--- config.mk ---
export PLATFORM = sky130hd
export DESIGN_NAME = regfile_scoreboard
export DESIGN_NICKNAME = d
export VERILOG_FILES = /design/src/rtl/regfile_scoreboard.sv
export SDC_FILE = /design/constraint.sdc
export NUM_CORES = 1
export LEC_CHECK = 0
export BUFFER_PORTS_ARGS = -buffer_cell sky130_fd_sc_hd__buf_4
export CAP_MARGIN = 15
export CORE_ASPECT_RATIO = 1.4
export CORE_MARGIN = 10
export CORE_UTILIZATION = 55
export DETAILED_ROUTE_END_ITERATION = 7
export GPL_TIMING_DRIVEN = 1
export PLACE_DENSITY = 0.74
export SYNTH_ARGS = -nofsm -noshare
export SYNTH_HDL_FRONTEND = slang
export SYNTH_SLANG_ARGS = --single-unit
--- constraint.sdc ---
create_clock -name clk -period 11.7 [get_ports clk]
set_input_delay 2.34 -clock clk [delete_from_list [all_inputs] [get_ports clk]]
set_output_delay 2.34 -clock clk [all_outputs]
set_load 0.005 [all_outputs]
--- src/rtl/regfile_scoreboard.sv ---
// rtl/regfile_scoreboard.sv - per-register pending-write scoreboard for in-order issue
// Counts outstanding writes per register and stalls decode on source or counter-overflow hazards.
module regfile_scoreboard #(
  parameter int         NREG  = 15,
  parameter int         CNT_W = 2,
  parameter logic [3:0] RNONE = 4'hF
) (
  input  logic            clk,
  input  logic            reset,
  input  logic            issue_valid,
  input  logic [3:0]      srcA,
  input  logic [3:0]      srcB,
  input  logic [3:0]      dstE,
  input  logic [3:0]      dstM,
  input  logic            wb_valid,
  input  logic [3:0]      wb_dstE,
  input  logic [3:0]      wb_dstM,
  input  logic            cx_valid,
  input  logic [3:0]      cx_dstE,
  input  logic [3:0]      cx_dstM,
  output logic            stall,
  output logic            issue_fire,
  output logic [NREG-1:0] busy_mask,
  output logic            err_underflow
);

  localparam int SW = CNT_W + 2;
  localparam logic [SW-1:0] CNT_MAX = SW'((1 << CNT_W) - 1);

  logic [CNT_W-1:0] cnt_q [NREG];
  logic [CNT_W-1:0] cnt_d [NREG];
  logic [SW-1:0]    inc_r [NREG];
  logic [SW-1:0]    dec_r [NREG];
  logic [SW-1:0]    tot_r [NREG];
  logic [NREG-1:0]  busy_q, busy_d;
  logic             err_q, err_d;
  logic             haz_a, haz_b, haz_o;

  // Ids at or above NREG never equal a tracked index, so they fall out as "no register".
  function automatic logic hit(input logic [3:0] id, input int r);
    return (id != RNONE) && (id == 4'(r));
  endfunction

  always_comb begin
    haz_a = 1'b0;
    haz_b = 1'b0;
    haz_o = 1'b0;
    for (int r = 0; r < NREG; r++) begin
      inc_r[r] = SW'(hit(dstE, r)) + SW'(hit(dstM, r));
      dec_r[r] = SW'(wb_valid & hit(wb_dstE, r)) + SW'(wb_valid & hit(wb_dstM, r))
               + SW'(cx_valid & hit(cx_dstE, r)) + SW'(cx_valid & hit(cx_dstM, r));
      haz_a = haz_a | (hit(srcA, r) & (cnt_q[r] != '0));
      haz_b = haz_b | (hit(srcB, r) & (cnt_q[r] != '0));
      haz_o = haz_o | ((SW'(cnt_q[r]) + inc_r[r]) > CNT_MAX);
    end
    stall      = issue_valid & (haz_a | haz_b | haz_o);
    issue_fire = issue_valid & ~stall;
  end

  // A fired issue never overflows, so a non-negative result always fits CNT_W bits.
  always_comb begin
    err_d = err_q;
    for (int r = 0; r < NREG; r++) begin
      tot_r[r] = SW'(cnt_q[r]) + (issue_fire ? inc_r[r] : '0);
      if (tot_r[r] < dec_r[r]) begin
        cnt_d[r] = '0;
        err_d    = 1'b1;
      end else begin
        cnt_d[r] = CNT_W'(tot_r[r] - dec_r[r]);
      end
      busy_d[r] = (cnt_d[r] != '0);
    end
  end

  always_ff @(posedge clk) begin
    if (reset) begin
      for (int r = 0; r < NREG; r++) cnt_q[r] <= '0;
      busy_q <= '0;
      err_q  <= 1'b0;
    end else begin
      cnt_q  <= cnt_d;
      busy_q <= busy_d;
      err_q  <= err_d;
    end
  end

  assign busy_mask     = busy_q;
  assign err_underflow = err_q;

endmodule

==> flow_summary.ini, run 1 <==
[logic_synthesis]
avgSynthCellArea_um2 = 8.363
synth-main-ff-cell = dfxtp_1
syn_nets = 842
yosysMostFrequentCell = ha_1
synth.distinct_cells = 45
yosysSeqAreaShare_pct = 16.81
synth_top_area_share_pct = 23.98
synth-edff-count = 0
synth-async-reset-ratio_pct = 0
synthCells = 655
ys_seq_elements = 46
synthTopCellsByCount = ha_1, inv_1, nor2_1, nor3_1, dfxtp_1
synth_area_um2 = 5478
yosys.area.top_type = ha_1
yosys-top-cells-area = ha_1, dfxtp_1, fa_1
yosys_warnings = 0

[grt]
grt_util_met2_pct = 40.67
grt_overflow = 0
grt_pass1_vias = 5158
grtUsageTotal_pct = 24.04
use_met1_pct = 27.43
met3_usage_pct = 3.581
antenna_found_initial = 0
grt_pass1_wl_um = 27610
grt_busiest_layer = met2
grt_max_degree = 33

[die]
die_h_um = 138.1
io_pins = 55
fp.dieW_um = 104.3
start_util_pct = 55.64
core_um2 = 9846
fp-row-count = 43
dieArea_um2 = 14410

[clock_tree]
cts_tree = done
h-tree-depth = 2
clk_path_buf_depth = 2
root_buffer = clkbuf_16
cts.clk_slew.worst_paths_ns = 0.06
cts_made_buffers = 5
postCtsHoldBufs = 0
postCtsSetupRepairBufs = 0
cts_sinks = 46
cts_resized = 0
insertion_delay_ns = 0.30

[timing]
hold_ws_ns = 0.7645
fmax_mhz = 137.4
setup_viol = 0
setup_ws_ns = 4.422
tightest_slew_ns = 0.7244
slew_violations = 0
hold_violations = 0
fin_crit_sh_pct = 62.21
fin_skew_ns = 0.008256
setup_tns_ns = 0
fin_crit_ns = 7.278
rsz0062_at_grt = false
slew_headroom_pct = 51.26

[power]
ir_worst_vdd_v = 0.00005321
power_density_nw_per_um2 = 92.88
total_leakage_power_nw = 2.932
finalPower_mw = 0.5726

[placed_design]
dp_hpwl_um = 14580
gp_congestion = 0.9634
numPortBuffers = 54
detailedPlace.worstSlack_ns = 4.485
placement.cell_area_um2 = 5966

[detailed_routing]
vias = 4895
drc = 0
ant_nets = 0
via_per_inst = 5.883
wire_per_inst_um = 21.00
drt_pass1_iterations = 5
wl_um = 17470
drt_iter0_drc = 342

[hold_path]
hold_depth = 2
hold_path_startpoint = err_underflow
hold_class = reg -> reg
holdPathEnd = err_underflow

[worst_setup_path]
critPathKind = in -> out
regToRegEndpoint = err_underflow
crit_path_frequent_cell = buf_4
cp_num_cells = 12
rr_worst_depth = 15
r2r-start = cnt_q[25]
cp-start-kind = input port
cp_slowest_cell = nor3_1
critPathTopFamily = simple AND/OR/NAND/NOR gates
slowest_delay_ns = 0.37
cp-end-kind = output port
critical_path_required_ns = 9.36
critPathMaxFanout = 32
arrival_ns = 4.94
path_buf_inv = 3
cp_cell_sequence = buf_4 -> nand2b_1 -> nor3_1 -> ha_1 -> ha_1 -> and3_1 -> a31oi_1 -> and4_1 -> o2111ai_2 -> buf_4 -> nor4b_1 -> buf_4
reg2reg_setup_slack_ns = 7.07

[layout]
final_nets = 883
antenna_cells = 0
syn_to_final_growth_pct = 12.54
multi_input_area_um2 = 4095
fillCellCount = 920
register_area_um2 = 920.9
drive_gt1_share_pct = 12.91
final_area_um2 = 6165

[run_status]
status = complete, no violations

[run]
maxCapViolations = 0
## layer usage
layer / share of wire, % / wire length [µm]
met1: 40 / 6986
met3: 5.2 / 905
met5: 0 / 0
met2: 48 / 8452
met4: 6.4 / 1126
## state kept, by name, summed over array words and instances (netlist names)
register and flops:
cnt_q 30, busy_mask 15, err_underflow 1
## power by group
| group | total, mW | switching [mW] | internal [mW] |
|---|---|---|---|
| Sequential | 0.200 | 0.0211 | 0.179 |
| Combinational | 0.178 | 0.104 | 0.0738 |
| Clock | 0.195 | 0.0667 | 0.128 |
| Total | 0.573 | 0.192 | 0.381 |
## layout make-up
cell class	count	area share [%]
multi-input combinational	492	66.43
inverter	94	5.724
tap	135	2.740
timing repair buffer	57	6.941
sequential	46	14.94
clock inverter	2	0.9742
clock buffer	6	2.253
## placed cells by master, fill, tap and decap left out, types with 3 or more instances in the layout
cell type  count
a21oi_1       19
a31oi_1        7
and3_1         8
buf_4         57
clkbuf_16      5
dfxtp_1       46
fa_1          45
ha_1         105
inv_1         94
nand2_1       43
nand2b_1      21
nand3_1        7
nand3b_1       6
nor2_1        67
nor3_1        67
nor4_1        26
o211ai_1       3
o21ai_0        5
o311ai_0       3
or2_2         15
or3b_2         3
or4_1         13
## tightest hold or removal path, cell delays in order, from the launching register on
cell and delay (ns):
dfxtp_1 0.40, nor4_1 0.11, a41oi_1 0.21
## metrics by stage
stage | std cells | utilization [%]
after floorplan | 655 | -
after global placement | 824 | 60.59
after detailed placement | 824 | 60.59
after CTS | 832 | 62.61
after global routing | 832 | 62.61
final | 832 | 62.61
## logic make-up after synthesis
| family | after synthesis | synth area share, % |
|---|---|---|
| AO/OA/AOI/OAI | 53 | 6.578 |
| adder cells (fa/ha/maj) | 150 | 40.43 |
| buffers and inverters | 117 | 8.634 |
| flip-flops | 46 | 16.81 |
| AND/OR/NAND/NOR | 289 | 27.55 |
## worst max path at each step
stage | slack, ns | end | startpoint
2_1_floorplan | 5.13 | issue_fire | dstE[3]
6_report | 4.42 | issue_fire | dstM[2]
3_5_place_dp | 4.49 | err_underflow | dstM[2]
3_3_place_gp | 4.44 | err_underflow | dstM[2]
5_1_grt | 4.23 | issue_fire | dstM[2]
4_1_cts | 4.48 | issue_fire | dstM[2]
Power figures use the tool's default switching activity.
==> inputs of run 2 (changes only) <==
--- a/config.mk
+++ b/config.mk
@@ -5,6 +5,7 @@
 export SDC_FILE = /design/constraint.sdc
 export NUM_CORES = 1
 export LEC_CHECK = 0
+export ABC_AREA = 1
 export BUFFER_PORTS_ARGS = -buffer_cell sky130_fd_sc_hd__buf_4
 export CAP_MARGIN = 15
 export CORE_ASPECT_RATIO = 1.4
@@ -12,7 +13,7 @@
 export CORE_UTILIZATION = 55
 export DETAILED_ROUTE_END_ITERATION = 7
 export GPL_TIMING_DRIVEN = 1
-export PLACE_DENSITY = 0.74
+export PLACE_DENSITY = 0.77
 export SYNTH_ARGS = -nofsm -noshare
 export SYNTH_HDL_FRONTEND = slang
 export SYNTH_SLANG_ARGS = --single-unit
==> constraint.sdc (replaced) <==
create_clock -name clk -period 6.4 [get_ports clk]
set_input_delay 1.28 -clock clk [delete_from_list [all_inputs] [get_ports clk]]
set_output_delay 1.28 -clock clk [all_outputs]
set_load 0.005 [all_outputs]
==> run 2 against run 1 <==
Net effect:
- synthesized cell count increased by 18%
- sequential power increased by 79%
- cell count increased by 16%
- first-iteration DRC count decreased by 33%
- register-to-register slack got worse by 4.7 ns
- clock power increased by 39%
- utilization increased by 0.063 points
- power increased by 77%
- cell area increased by 4.7%
- highest routed layer unchanged
==> flow_summary.ini, run 2 <==
[logic_synthesis]
synth_top_family_by_area = adder cells
yosys-top-cells-area = ha_1, dfxtp_1, fa_1
synth-adder-area-share_pct = 38.37
ys_seq_elements = 46
yosysSeqAreaShare_pct = 15.95
synth_xor_area_share_pct = 0
synth-main-ff-cell = dfxtp_1
avgSynthCellArea_um2 = 7.447
synth_mux_area_share_pct = 0
synth-edff-count = 0
synth_area_um2 = 5772
synthTopCellsByCount = inv_1, nand2_1, nor2_1, ha_1, nor3_1
synth.distinct_cells = 32
yosys_warnings = 0
yosys.area.top_type = ha_1
synth-async-reset-ratio_pct = 0
syn_nets = 962
yosysMostFrequentCell = inv_1
synth_compound_area_share_pct = 1.669
synthSimpleGateAreaFrac_pct = 31.58
synthCells = 775
synth_top_area_share_pct = 22.76

[die]
start_util_pct = 56.06
fp-row-count = 44
die_h_um = 141.2
io_pins = 55
dieArea_um2 = 15050
fp.dieW_um = 106.6
core_um2 = 10290

[worst_setup_path]
path_buf_inv = 6
critPathTopFamily = simple AND/OR/NAND/NOR gates
arrival_ns = 5.40
critPathMaxFanout = 9
cp-end-kind = register
critPathKind = in -> reg
slowest_delay_ns = 0.49
critical_path_required_ns = 6.57
crit_path_frequent_cell = nand2_1
cp_slowest_cell = fa_1
cp-start-kind = input port

[layout]
syn_to_final_growth_pct = 11.79
antenna_cells = 0
drive_gt1_share_pct = 13.87
largest_reg_flops = 30
final_common_cell = inv_1
regMostFlops = cnt_q
multi_input_area_um2 = 4134
final_nets = 1015
final_cell_mix = inv_1, nand2_1, nor2_1
register_area_um2 = 920.9
fillCellCount = 926

[timing]
slew_headroom_pct = 70.03
rsz0062_at_grt = false
fmax_mhz = 191.0
tightest_slew_ns = 0.4484
setup_viol = 0
fin_crit_ns = 5.236
setup_ws_ns = 1.164
slew_violations = 0
setup_tns_ns = 0
fin_skew_ns = 0.009093
fin_crit_sh_pct = 81.81
hold_violations = 0

[hold_path]
hold_class = reg -> reg

[grt]
grt_pass1_wl_um = 26280
antenna_found_initial = 0
use_met1_pct = 23.79
grt_overflow = 0
met3_usage_pct = 2.828
grt_util_met2_pct = 40.54
grt_busiest_layer = met2
grt_max_degree = 32
grtUsageTotal_pct = 21.86
grt_pass1_vias = 5296

[clock_tree]
clk_path_buf_depth = 2
cts_tree = done
postCtsHoldBufs = 0
insertion_delay_ns = 0.30
postCtsSetupRepairBufs = 0
cts_resized = 0
h-tree-depth = 2
cts_made_buffers = 5
cts_sinks = 46
cts.clk_slew.worst_paths_ns = 0.06
root_buffer = clkbuf_16

[detailed_routing]
drt_iter0_drc = 229
drt_pass1_iterations = 4
vias = 4996
wl_um = 16000
via_per_inst = 5.166
drc = 0
wire_per_inst_um = 16.54
ant_nets = 0

[placed_design]
dp_hpwl_um = 14090
detailedPlace.worstSlack_ns = 0.8538
numPortBuffers = 54
gp_congestion = 0.9640

[power]
power_frac_comb_pct = 37.8
total_leakage_power_nw = 3.590
intPower_mw = 0.6378
power.switching_mw = 0.3751
clkPwrFrac_pct = 26.9
switching_share_pct = 37.03
power_density_nw_per_um2 = 157.0
ir_worst_vdd_v = 0.00009367
seq_power_share_pct = 35.3

[run_status]
status = complete, no violations

[run]
maxCapViolations = 0
-- run 2: changes by cell type in the layout (fill, tap and decap cells not counted), moves of 6 or more --
cell / delta
nand4_1: +12
nand2_1: +82
nand3_1: +26
nor4_1: -25
inv_1: +77
nand3b_1: -6
nor2_1: +45
or4_1: -13
nor2_4: +11
a31oi_1: -7
nand2b_1: -20
a21oi_1: -12
nor3_1: -19
and3_1: -8
-- run 2: per-stage QoR --
stage	hold slack (ns)	utilization [%]	std cells	cell area (µm²)	total power, mW
floorplan	0.6075	-	775	5772	0.5969
global placement	0.6786	61.21	959	6301	0.7326
detailed placement	0.6861	61.21	959	6301	0.7445
CTS	0.7045	62.68	967	6452	1.017
global route	0.7282	62.68	967	6452	1.074
finish	0.6987	62.68	967	6452	1.013
-- run 2: layout make-up --
type / count / share of cell area, %
Multi-Input combinational cell: 545 / 64.07
Sequential cell: 46 / 14.27
Inverter: 174 / 10.12
Timing Repair Buffer: 56 / 6.515
Tap cell: 138 / 2.676
Clock buffer: 6 / 2.152
Clock inverter: 2 / 0.1939
-- run 2: path summary, 6_finish.rpt --
| check | startpoint | end | slack (ns) | cells after the start |
|---|---|---|---|---|
| hold / removal | err_underflow | err_underflow | 0.70 | 4 |
| setup / recovery | dstE[2] | err_underflow | 1.16 | 26 |
| setup reg to reg | cnt_q[17] | err_underflow | 2.42 | 20 |
| hold reg to reg | err_underflow | err_underflow | 0.70 | 4 |
-- run 2: layer usage --
layer	share of wire (%)	routed length (µm)
met5	0	0
met1	40	6368
met2	53	8398
met3	4.0	633
met4	3.7	597
-- run 2: worst min-delay path, stage by stage, from the launching register on --
cell	delay (ns)
dfxtp_1	0.35
nor2_1	0.08
nand4_1	0.09
nor2_1	0.04
a21oi_1	0.10
-- run 2: cells by family (layout without fill, tap and decap cells) --
group / count (synthesis) / after routing
AOI/OAI and AO/OA: 15 / 15
DFF: 46 / 46
adders and majority gates: 150 / 150
and+or+nand+nor: 380 / 380
buffers and inverters: 184 / 238
-- run 2: power by group through the flow --
| stage | Clock [mW] | Combinational, mW | Sequential (mW) |
|---|---|---|---|
| 5_1_grt | 0.282 | 0.430 | 0.362 |
| 3_5_place_dp | 0 | 0.381 | 0.364 |
| 3_3_place_gp | 0 | 0.371 | 0.361 |
| 4_1_cts | 0.273 | 0.386 | 0.358 |
| 6_report | 0.272 | 0.383 | 0.358 |
| 2_1_floorplan | 0 | 0.241 | 0.356 |
